**src/rtl/pipe_pkg.sv**
```systemverilog
// Shared pipeline-stage types: the occupancy state used by skid-buffered
// stages such as pipe_skid_reg.
package pipe_pkg;

  // EMPTY: nothing held; ONE: main entry valid; TWO: main and skid both valid.
  typedef enum logic [1:0] {
    EMPTY = 2'd0,
    ONE   = 2'd1,
    TWO   = 2'd2
  } state_e;

  function automatic logic state_has_data(input state_e s);
    return (s != EMPTY);
  endfunction

endpackage

```
**src/rtl/pipe_perf_cnt.sv**
```systemverilog
// Saturating event counter: increments on inc_i, sticks at all-ones, never wraps.
module pipe_perf_cnt #(
  parameter int CNT_W = 16
) (
  input  logic             clk_i,
  input  logic             rst_i,
  input  logic             inc_i,
  output logic [CNT_W-1:0] cnt_o
);

  logic [CNT_W-1:0] cnt_q;

  always_ff @(posedge clk_i) begin
    if (rst_i) begin
      cnt_q <= '0;
    end else if (inc_i && (cnt_q != {CNT_W{1'b1}})) begin
      cnt_q <= cnt_q + 1'b1;
    end
  end

  assign cnt_o = cnt_q;

endmodule

```
**src/rtl/pipe_skid_reg.sv**
```systemverilog
// Two-entry skid-buffered pipeline register with fully registered in_ready_o.
// Define PIPE_PERF_CNT_EN to build the saturating downstream-stall counter.
module pipe_skid_reg
  import pipe_pkg::*;
#(
  parameter int DATA_W = 32,
  parameter int CNT_W  = 16
) (
  input  logic              clk_i,
  input  logic              rst_i,
  input  logic              flush_i,
  input  logic              in_valid_i,
  output logic              in_ready_o,
  input  logic [DATA_W-1:0] in_data_i,
  output logic              out_valid_o,
  input  logic              out_ready_i,
  output logic [DATA_W-1:0] out_data_o,
  output logic [CNT_W-1:0]  stall_cnt_o
);

  state_e            state_q, state_d;
  logic [DATA_W-1:0] main_q, main_d;
  logic [DATA_W-1:0] skid_q, skid_d;
  logic              out_valid_q;
  logic              in_ready_q;
  logic              in_xfer;
  logic              out_xfer;

  assign in_xfer  = in_valid_i & in_ready_q;
  assign out_xfer = out_valid_q & out_ready_i;

  // Flush clears only occupancy; payload registers keep their contents.
  always_comb begin
    state_d = state_q;
    main_d  = main_q;
    skid_d  = skid_q;
    if (flush_i) begin
      state_d = EMPTY;
    end else begin
      case (state_q)
        EMPTY: begin
          if (in_xfer) begin
            state_d = ONE;
            main_d  = in_data_i;
          end
        end
        ONE: begin
          if (in_xfer && out_xfer) begin
            main_d = in_data_i;
          end else if (in_xfer) begin
            state_d = TWO;
            skid_d  = in_data_i;
          end else if (out_xfer) begin
            state_d = EMPTY;
          end
        end
        TWO: begin
          if (out_xfer) begin
            state_d = ONE;
            main_d  = skid_q;
          end
        end
        default: state_d = EMPTY;
      endcase
    end
  end

  // Handshake outputs are flops loaded from the next state, so in_ready_o
  // never depends combinationally on out_ready_i.
  always_ff @(posedge clk_i) begin
    if (rst_i) begin
      state_q     <= EMPTY;
      main_q      <= '0;
      skid_q      <= '0;
      out_valid_q <= 1'b0;
      in_ready_q  <= 1'b1;
    end else begin
      state_q     <= state_d;
      main_q      <= main_d;
      skid_q      <= skid_d;
      out_valid_q <= state_has_data(state_d);
      in_ready_q  <= (state_d != TWO);
    end
  end

  assign in_ready_o  = in_ready_q;
  assign out_valid_o = out_valid_q;
  assign out_data_o  = main_q;

`ifdef PIPE_PERF_CNT_EN
  logic stall_inc;
  assign stall_inc = out_valid_q & ~out_ready_i;

  pipe_perf_cnt #(
    .CNT_W (CNT_W)
  ) u_perf_cnt (
    .clk_i (clk_i),
    .rst_i (rst_i),
    .inc_i (stall_inc),
    .cnt_o (stall_cnt_o)
  );
`else
  assign stall_cnt_o = '0;
`endif

endmodule

```
**config.mk**
```make
export PLATFORM = sky130hd
export DESIGN_NAME = pipe_skid_reg
export DESIGN_NICKNAME = d
export VERILOG_FILES = /design/src/rtl/pipe_pkg.sv /design/src/rtl/pipe_perf_cnt.sv /design/src/rtl/pipe_skid_reg.sv
export SDC_FILE = /design/constraint.sdc
export NUM_CORES = 1
export LEC_CHECK = 0
export ABC_CLOCK_PERIOD_IN_PS = 2200
export CORE_UTILIZATION = 52
export DETAILED_ROUTE_END_ITERATION = 12
export GPL_ROUTABILITY_DRIVEN = 1
export GPL_TIMING_DRIVEN = 0
export PLACE_DENSITY = 0.85
export SYNTH_ARGS = -nofsm -noshare
export SYNTH_HDL_FRONTEND = slang
export SYNTH_SLANG_ARGS = --single-unit
```
**constraint.sdc**
```tcl
create_clock -name clk_i -period 2.2 [get_ports clk_i]
set_input_delay 0.44 -clock clk_i [delete_from_list [all_inputs] [get_ports clk_i]]
set_output_delay 0.44 -clock clk_i [all_outputs]
set_load 0.05 [all_outputs]
```
==> flow_summary.yaml <==
run_status:
  outcome: "finished clean"
setup_path:
  timing.rr.end: "skid_q[1]$_SDFFE_PP0P_"
  path_buf_inv: 1
  r2r-start: "out_valid_o$_SDFF_PP0_"
  required_ns: 1.76
  arrival_ns: 1.64
  cpPeakStageDelay_ns: 0.84
  criticalPathCategory: "flip-flop to output pin"
  cpMaxStageDelayCell: "clkdlybuf4s50_1"
  critPathLaunch: "out_valid_o$_SDFF_PP0_"
  reg2reg_slack_ns: 0.55
  crit_end: "out_valid_o"
  end_kind: "output pin"
  cp_max_fo: 6
  startpoint_type: "flip-flop"
  critPathTopFamily: "buffers and inverters"
  crit_path_cell_trace: "clkdlybuf4s50_1"
  crit_cells: 1
  reg2reg_depth: 4
timing:
  period_share_pct: 94.3
  period_minus_slack_ns: 2.08
  tightestPinTransition_ns: 0.713
  rsz0062_at_grt: "no"
  setup_ws_ns: 0.125
  slew_headroom_pct: 52.4
  final_max_slew_viol_count: 0
  setup_tns_ns: 0
  setup_viol: 0
  fmax_mhz: 482
  skew_ns: 0.00909
  hold_violations: 0
global_route:
  grt_pass1_vias: 2694
  grt-ovfl-total: 0
  grt_pass1_wl_mm: 13.2
  antenna_found_initial: 0
  grt_usage_pct: 26.3
  grt_max_degree: 13
synth:
  synthCells: 339
  yosysWarnings: 0
  syn_area_sq_um: 3320
  synth_area_per_cell_sq_um: 9.80
  ys_ff_latch: 68
  ys_seq_area_share_pct: 41.0
  synth.distinct_cells: 29
power:
  power_frac_seq_pct: 42.9
  power_density_nw_per_um2: 705
  switchingPower_mw: 0.976
  switching_share_pct: 31.7
  intPower_mw: 2.11
  clockPowerShare_pct: 33.6
  peakVddDrop_mv: 0.454
  pwr-share-comb_pct: 23.5
  p_leak_nw: 1.71
cells_and_area:
  insertedDiodeCount: 0
  drive_above_1_share_pct: 18.2
  nets: 472
  fillers: 465
  area_growth_pct: 31.7
clock_network:
  cts_buffers: 9
  clk-insertion-delay-late_ns: 0.35
  cts_tree: "done"
  clock-sinks: 68
  cts_hold_buf: 0
  htreeDepth: 3
  clockBufferDepth: 2
  post_cts_resized: 0
  cts_setup_buffers: 0
  root_buffer: "clkbuf_8"
  path_clk_slew_ns: 0.08
placement:
  io_buffers: 70
  gp_congestion: 0.804
  preCtsSetupSlack_ns: 0.00763
  dp_hpwl_mm: 5.91
die:
  die_w_microns: 81.9
  initial_core_util_pct: 55.1
  fp-row-count: 28
  io_pins: 87
  dieArea_sq_um: 6710
  dieHeight_microns: 81.9
  coreArea_sq_um: 6030
detailed_routing:
  antenna_left: 0
  via_per_inst: 5.98
  drt_first_pass_iters: 4
  first_iter_violations: 284
  avgRoutedWirePerCell_microns: 16.7
  via_count: 3080
  wl_mm: 8.61
  drc: 0
worst_hold_path:
  hold_class: "flip-flop to flip-flop"
job:
  maxCapViolCount: 0
-- Yosys cell counts (all sizes together) --
cell,number,share of area (%)
a211oi,32,12
a21boi,1,0.23
a21o,2,0.45
a21oi,35,5.3
a221o,1,0.30
a41oi,32,8.4
and2,1,0.19
and4,1,0.34
and4b,1,0.30
buf,34,7.7
clkbuf,24,2.7
conb,1,0.11
dfxtp,68,41
inv,2,0.23
mux2i,32,9.6
nand2,1,0.11
nand2b,1,0.19
nand3,33,5.0
nand4b,1,0.26
o21ai,32,4.8
o21bai,1,0.23
o2bb2ai,1,0.45
or2,1,0.19
or3,1,0.19
-- cell type report --
cell class / instances / area, sq um / share of cell area (%)
clock buffer: 10 / 138 / 3.15
multi-input combinational: 226 / 1670 / 38.1
timing repair buffer: 70 / 701 / 16.0
clock inverter: 6 / 63.8 / 1.46
inverter: 2 / 7.51 / 0.172
sequential: 68 / 1360 / 31.1
buffer: 58 / 345 / 7.89
tap: 75 / 93.8 / 2.14
-- placed cells by master (no fill, tap or decap), drive strengths merged, types with 2 or more instances in the layout --
master,n
inv,2
a41oi,32
clkdlybuf4s50,70
dfxtp,68
mux2i,32
clkinvlp,2
clkbuf,34
a21o,2
nand3,33
conb,16
a21oi,35
o21ai,32
buf,34
a211oi,32
clkinv,3
-- cell families after synthesis --
group                  count (synthesis)  synth area share (%)
AOI/OAI and AO/OA                    137                  31.9
other                                  1                 0.113
DFF                                   68                  41.0
muxes                                 32                  9.64
and+or+nand+nor                       41                  6.74
buffers and inverters                 60                  10.6
-- flip-flops by register name, indices dropped and copies added, names as in the netlist --
register     count
skid_q          32
out_data_o      32
in_ready_o       1
out_valid_o      1
state_q          2
-- power groups by stage --
stage / clock network [mW] / registers (mW) / logic, mW
after detailed placement: 0 / 1.35 / 0.716
final: 1.04 / 1.32 / 0.723
after floorplan: 0 / 1.50 / 0.333
after global placement: 0 / 1.35 / 0.706
after global routing: 1.09 / 1.33 / 0.763
after CTS: 1.04 / 1.32 / 0.720
-- through the flow --
stage / area (sq um) / hold slack, ns / std cells / utilization, % / total power, mW
after global routing: 4380 / 0.504 / 515 / 72.6 / 3.18
after detailed placement: 4170 / 0.473 / 499 / 69.3 / 2.06
after CTS: 4380 / 0.483 / 515 / 72.6 / 3.08
final: 4380 / 0.480 / 515 / 72.6 / 3.08
after floorplan: 3380 / 0.453 / 354 / - / 1.83
after global placement: 4170 / 0.461 / 499 / 69.3 / 2.05
-- worst min path at each step --
| stage | endpoint | depth (start not counted) | start |
|---|---|---|---|
| after global routing | skid_q[18]$_SDFFE_PP0P_ | 2 | skid_q[18]$_SDFFE_PP0P_ |
| after floorplan | skid_q[0]$_SDFFE_PP0P_ | 2 | skid_q[0]$_SDFFE_PP0P_ |
| final | skid_q[20]$_SDFFE_PP0P_ | 2 | skid_q[20]$_SDFFE_PP0P_ |
| after global placement | skid_q[0]$_SDFFE_PP0P_ | 2 | skid_q[0]$_SDFFE_PP0P_ |
| after CTS | skid_q[11]$_SDFFE_PP0P_ | 2 | skid_q[11]$_SDFFE_PP0P_ |
| after detailed placement | skid_q[11]$_SDFFE_PP0P_ | 2 | skid_q[11]$_SDFFE_PP0P_ |
-- layer usage --
metal	routed length, microns	vias to the layer above	share of wire [%]	global-route usage [%]
li1	-	1457	-	-
met1	3650	1460	42	34.5
met2	4150	144	48	42.5
met3	638	19	7.4	4.44
met4	172	0	2.0	10.7
met5	0	-	0	0
Note: power is estimated with default switching activity, not from simulation.
